<file path="config.mk">
export PLATFORM = sky130hd
export DESIGN_NAME = capture_ctrl
export DESIGN_NICKNAME = d
export VERILOG_FILES = /design/src/rtl/capture_ctrl.sv
export SDC_FILE = /design/constraint.sdc
export NUM_CORES = 1
export LEC_CHECK = 0
export ABC_AREA = 1
export BUFFER_PORTS_ARGS = -buffer_cell sky130_fd_sc_hd__buf_4
export CORE_MARGIN = 2
export CORE_UTILIZATION = 54
export DETAILED_ROUTE_END_ITERATION = 10
export PLACE_DENSITY = 0.82
export SETUP_SLACK_MARGIN = 0.1
export SLEW_MARGIN = 30
export SYNTH_ARGS = -nofsm -noshare
export SYNTH_HDL_FRONTEND = slang
export SYNTH_SLANG_ARGS = --single-unit
</file>
<file path="constraint.sdc">
create_clock -name clk -period 5.4 [get_ports clk]
set_input_delay 0.81 -clock clk [delete_from_list [all_inputs] [get_ports clk]]
set_output_delay 0.81 -clock clk [all_outputs]
set_load 0.02 [all_outputs]
</file>
<file path="src/rtl/capture_ctrl.sv">
// Triggered sample capture into a double-buffered frame store.
// Writes one frame per trigger and swaps banks on vertical blanking.
module capture_ctrl #(
    parameter int SAMPLES      = 256,
    parameter int AUTO_TIMEOUT = 4096
) (
    input  logic        clk,
    input  logic        rst,
    input  logic [11:0] adc_data,
    input  logic        adc_valid,
    input  logic [11:0] trig_level,
    input  logic        trig_auto,
    input  logic [3:0]  decim,
    input  logic        vblnk,
    output logic        wr_en,
    output logic [7:0]  wr_addr,
    output logic [11:0] wr_data,
    output logic        wr_bank,
    output logic        disp_bank,
    output logic        frame_done
);

    localparam int TW = $clog2(AUTO_TIMEOUT) + 1;
    localparam logic [7:0] PRE_LAST = 8'(SAMPLES - 2);

    typedef enum logic [1:0] {ARM, WAIT_TRIG, CAPTURE, HOLD} state_t;

    state_t       state;
    logic [3:0]   dcnt;
    logic [TW-1:0] tcnt;
    logic [11:0]  prev_sample;
    logic         vblnk_q;

    logic accept;
    logic rise;
    logic hit;
    logic timeout;

    assign accept  = adc_valid && (state != HOLD) && (dcnt == decim);
    assign rise    = vblnk && !vblnk_q;
    assign hit     = (prev_sample < trig_level) && (adc_data >= trig_level);
    // tcnt counts earlier waiting samples, so the current one is number tcnt+1
    assign timeout = trig_auto && (tcnt >= TW'(AUTO_TIMEOUT - 2));

    always_ff @(posedge clk) begin
        if (rst) begin
            state       <= ARM;
            wr_en       <= 1'b0;
            wr_addr     <= 8'd0;
            wr_data     <= 12'd0;
            wr_bank     <= 1'b0;
            disp_bank   <= 1'b1;
            frame_done  <= 1'b0;
            dcnt        <= 4'd0;
            tcnt        <= '0;
            prev_sample <= 12'd0;
            vblnk_q     <= 1'b0;
        end else begin
            wr_en      <= 1'b0;
            frame_done <= 1'b0;
            vblnk_q    <= vblnk;
            if (adc_valid && state != HOLD)
                dcnt <= accept ? 4'd0 : dcnt + 4'd1;
            unique case (state)
                ARM: begin
                    if (accept) begin
                        prev_sample <= adc_data;
                        state       <= WAIT_TRIG;
                    end
                end
                WAIT_TRIG: begin
                    if (accept) begin
                        prev_sample <= adc_data;
                        if (!(&tcnt))
                            tcnt <= tcnt + 1'b1;
                        if (hit || timeout) begin
                            wr_en   <= 1'b1;
                            wr_addr <= 8'd0;
                            wr_data <= adc_data;
                            state   <= (SAMPLES == 1) ? HOLD : CAPTURE;
                        end
                    end
                end
                CAPTURE: begin
                    if (accept) begin
                        wr_en   <= 1'b1;
                        wr_addr <= wr_addr + 8'd1;
                        wr_data <= adc_data;
                        if (wr_addr == PRE_LAST)
                            state <= HOLD;
                    end
                end
                HOLD: begin
                    // an edge coinciding with the final write is not a swap
                    if (rise && !wr_en) begin
                        wr_bank    <= ~wr_bank;
                        disp_bank  <= wr_bank;
                        frame_done <= 1'b1;
                        wr_addr    <= 8'd0;
                        dcnt       <= 4'd0;
                        tcnt       <= '0;
                        state      <= ARM;
                    end
                end
            endcase
        end
    end

endmodule

</file>
======== Word level (Yosys, flattened, before mapping) ========
Index checks and enable logic that the tools add are counted.
storage, ports and cells
  bits in registers ....................... 56
  output and inout bits ................... 24
operators by class
  add/subtract/negate cells ............... 3
  magnitude comparators ................... 3
  eq/ne operators ......................... 13
  multiplexer cells ....................... 29
  bitwise gates (word level) .............. 2
  reduce and logical (&&, ||, !) cells .... 22
operators by type and width
  operator                                               number
  two-way mux 13 bit                                     3
  two-way mux 12 bit                                     3
  two-way mux 8 bit                                      4
  one-hot mux 13 bit (2 select lines)                    1
  one-hot mux 12 bit (2 select lines)                    1
  one-hot mux 8 bit (3 select lines)                     1
  two-way mux 4 bit                                      4
  inequality test 2 bit, second input constant           8
  adder 13 x 1 -> 13 bit, second input constant          1
  >= comparator 13 x 12 -> 1 bit, second input constant  1
  AND reduction 13 bit                                   1
  >= comparator 12 bit                                   1
  less-than comparator 12 bit                            1
  two-way mux 2 bit                                      6
  adder 8 x 1 -> 8 bit, second input constant            1
  == test 8 bit, second input constant                   1
  one-hot mux 2 bit (4 select lines)                     1
  AND reduction 4 bit                                    2
  logical AND 1 bit                                      6
  AND reduction 6 bit                                    1
  AND reduction 5 bit                                    1
  adder 4 x 1 -> 4 bit, second input constant            1
  == test 2 bit, second input constant                   2
  == test 4 bit                                          1
  other kinds (11)                                       19

======== Depth between registers and ports, before layout ========
  depth in word-level cells ............... 7
  depth in mapped cells ................... 16
  mapped depth without buffers ............ 15

======== Worst setup path before layout ========
No wires, ideal clock.
  path type ............................... input-to-reg
  from .................................... input port trig_level[11]
  to ...................................... register wr_data[10]
  setup time .............................. 0.113 ns
  arrival time ............................ 2.118 ns
  data required time ...................... 5.287 ns
  path slack .............................. 3.169 ns
  cell stages on the path ................. 14
  buffers on the path ..................... 1
  cell sequence ........................... inv_1 > ha_1 > nand2_1 > nor2_1 > nand2_1 > nor2_1 > a21oi_1 > nand2_1 > nand3_4 > nand2_2 > clkinv_2 > buf_6 > nor2_1 > nor2_1
on the way
  word-level cells in the longest chain between the ends .. 5
  elaborated cells between the ends (all ways) .. 6
  those cells by class .................... order compare (2); eq/ne (1); reduce/logical (3)
ends and longest elaborated chain
  element                                                              RTL line  text
  start: declaration                                                   11        input logic [11:0] trig_level,
  less-than comparator 12 bit or >= comparator 12 bit (tied branches)  41        assign hit = (prev_sample < trig_level) && (adc_data >= trig_level);
  logical AND 1 bit (*)                                                41
  logical OR 1 bit (*)                                                 76        if (hit || timeout) begin
  inequality test 2 bit (no source line) (*)                           n/a
  AND reduction 4 bit (no source line) (*)                             n/a
  end signal: assignment                                               79        wr_data <= adc_data;
  end signal: assignment                                               88        wr_data <= adc_data;
  end: declaration                                                     17        output logic [11:0] wr_data,
Mark *: on every way between the ends. The rest lies on a longest branch, timed or not.
A chain may end at the register's enable or synchronous reset.

======== Worst setup path in the final report ========
  from .................................... input port trig_level[11]
  to ...................................... register wr_data[3]
Same word-level chain as after synthesis.

==> flow_metrics.tcl <==
set metrics [dict create \
    insertion_delay_ps 310 \
    tritoncts "yes" \
    grtUsageTotal 0.218 \
    viasPerCell 5.24 \
    grt_pass1_wl_um 12900 \
    antenna_cells 0 \
    die-width_um 83.8 \
    routedWlPerCell_um 12.4 \
    period_needed_ps 2330 \
    numPortBuffers 56 \
    power_density_nw_per_um2 321 \
    cts_sinks 56 \
    areaGrowthSynthToFinish_pct 15.8 \
    rsz0062_at_grt "false" \
    initial_core_util 0.551 \
    status "finished clean" \
    worst_setup_path_end_kind "register" \
    num_vias 3214 \
    yosys_warnings 0 \
    hold_path.class "reg2reg" \
    synth_fp_nets 549 \
    timing.final.crit_share 0.432 \
    synth.top_cell.area_share 0.326 \
    finalSetupViolations 0 \
    placedCellCount 605 \
    die_area_um2 7020 \
    grt_max_degree 28 \
    netlist_instances 484 \
    grt_pass1_vias 3022 \
    finalHoldViolations 0 \
    drv_slew 0 \
    crit_required_ps 5620 \
    cts_setup_buffers 0 \
    hold_slack_ps 458 \
    cts.repair.resized 0 \
    core_area_um2 6240 \
    htree_levels 2 \
    antenna_left 0 \
    stdcell_count 613 \
    avgSynthCellArea_um2 7.11 \
    drcViolationCount 0 \
    synth_area_um2 3440 \
    p_leak_nw 1.80 \
    gp_congestion 0.889 \
    slew_headroom 0.457 \
    criticalPathCategory "in2reg" \
    cts-root-buf "clkbuf_8" \
    path_max_fanout 26 \
    synth_area_leader_cell "dfxtp_1" \
    antenna_found_initial 0 \
    dp_hpwl_um 5650 \
    rows 29 \
    drive_above_1_share 0.160 \
    dr.pass1.iters 4 \
    pin_count 57 \
    gr-total-overflow 0 \
    worst_setup_path_start_kind "input port" \
    ctsHoldBuffers 0 \
    ys_seq_area_frac 0.326 \
    ir_worst_vdd_mv 0.291 \
    drtIter0Drc 114 \
    tightest_slew_ps 814 \
    synth_seq_cells 56 \
    die_h_um 83.8 \
    ys_top_cells_by_area "dfxtp_1, nand2_1, ha_1" \
    ys_types 32 \
    fin_tns_setup_ps 0 \
    clk_path_buf_depth 2 \
    fmax_mhz 429 \
    num-nets-final 600 \
    numCtsBuffers 5 \
    maxCapViolations 0 \
    totalWireLength_um 7580 \
    worstPathArrival_ps 2550 \
    fin_worst_skew_ps 12.8 \
    clk_pin_slew_worst_paths_ps 100 \
]
placed cells by master (no fill, tap or decap), drive strengths merged:
master,n
nand2,113
nor2,69
inv,61
buf,57
dfxtp,56
a21oi,44
ha,32
nand3,28
o21ai,20
nand3b,14
xor2,13
nand4,9
clkbuf,6
nor3,4
xnor2,3
clkinv,3
a21o,2
or2,1
bufinv,1
flip-flops by register name, indices dropped and copies added, names as in the netlist:
| name | flops |
|---|---|
| tcnt | 13 |
| prev_sample | 12 |
| wr_data | 12 |
| wr_addr | 8 |
| dcnt | 4 |
| state | 2 |
| disp_bank | 1 |
| frame_done | 1 |
| vblnk_q | 1 |
| wr_bank | 1 |
| wr_en | 1 |
stage by stage:
| step | instance area [um^2] | util | power (mW) | setup slack (ps) |
|---|---|---|---|---|
| after global placement | 3870 | 0.621 | 0.995 | 2820 |
| after global routing | 3980 | 0.638 | 1.36 | 2830 |
| after detailed placement | 3870 | 0.621 | 1.01 | 2730 |
| after floorplan | 3440 | - | 0.882 | 3170 |
| final | 3980 | 0.638 | 1.28 | 3070 |
| after CTS | 3980 | 0.638 | 1.28 | 3050 |
path summary, 6_finish.rpt:
check | cells past startpoint | from | slack, ps | to
max | 14 | trig_level[11] | 3070 | wr_data[3]$_SDFFE_PP0P_
min | 2 | prev_sample[10]$_SDFFE_PP0P_ | 460 | prev_sample[10]$_SDFFE_PP0P_
max reg2reg | 9 | state[0]$_SDFFE_PP0P_ | 3090 | tcnt[1]$_SDFFE_PP0P_
min reg2reg | 2 | prev_sample[10]$_SDFFE_PP0P_ | 460 | prev_sample[10]$_SDFFE_PP0P_
metal layers:
layer  up-vias  wire length (um)  GRT usage
li1       1652                 -          -
met1      1462              3350      0.261
met2        85              3720      0.391
met3        15               367     0.0425
met4         0               136     0.0718
met5         -                 0          0
synthesized netlist by cell type:
library cell  number
nor3_1             3
nand3b_1          14
nor2_1            62
nor3_2             1
nor2_4             5
buf_2              3
inv_1             58
clkbuf_1           3
inv_2              3
dfxtp_1           56
nand2_4            1
buf_4              2
xor2_1            13
o21ai_0           12
nor2_8             1
buf_1              1
ha_1              32
clkinv_2           1
a21oi_1           44
nand3_4            1
nand2_2            5
nand3_1           25
a21o_1             2
xnor2_1            3
nand2_1          107
nand4_1            9
buf_6              4
o21ai_1            8
clkinv_1           1
nor2_2             1
or2_2              1
nand3_2            2
kinds of logic (layout without fill, tap and decap cells):
group	count (synthesis)	in the layout	share of synthesized area
compound gates	66	66	0.0975
xor+xnor	16	16	0.0407
fa+ha+maj	32	32	0.116
buf+inv	76	128	0.0953
flops	56	56	0.326
simple gates	238	238	0.324
power by group:
group | leakage [nW] | total (mW) | internal, mW | switching, mW
logic | 1.29 | 0.489 | 0.182 | 0.308
clock network | 0.0552 | 0.274 | 0.138 | 0.136
registers | 0.454 | 0.514 | 0.471 | 0.0438
worst max-delay path, stage by stage:
cell and delay, ps:
buf_4 80, inv_1 40, ha_1 290, nand2_1 80
nor2_1 140, nand2_1 70, nor2_1 90, a21oi_1 80
nand2_1 120, nand3_4 280, nand2_2 150, clkinv_2 150
nor2_1 130, nor2_1 50
final cells by class:
type | instances | area, um^2
clock buffer | 6 | 72.6
clock inverter | 2 | 35.0
fill | 567 | 2260
inverter | 63 | 238
multi-input combinational | 352 | 1990
sequential | 56 | 1120
tap | 77 | 96.3
timing repair buffer | 57 | 428
Power figures use the tool's default switching activity.
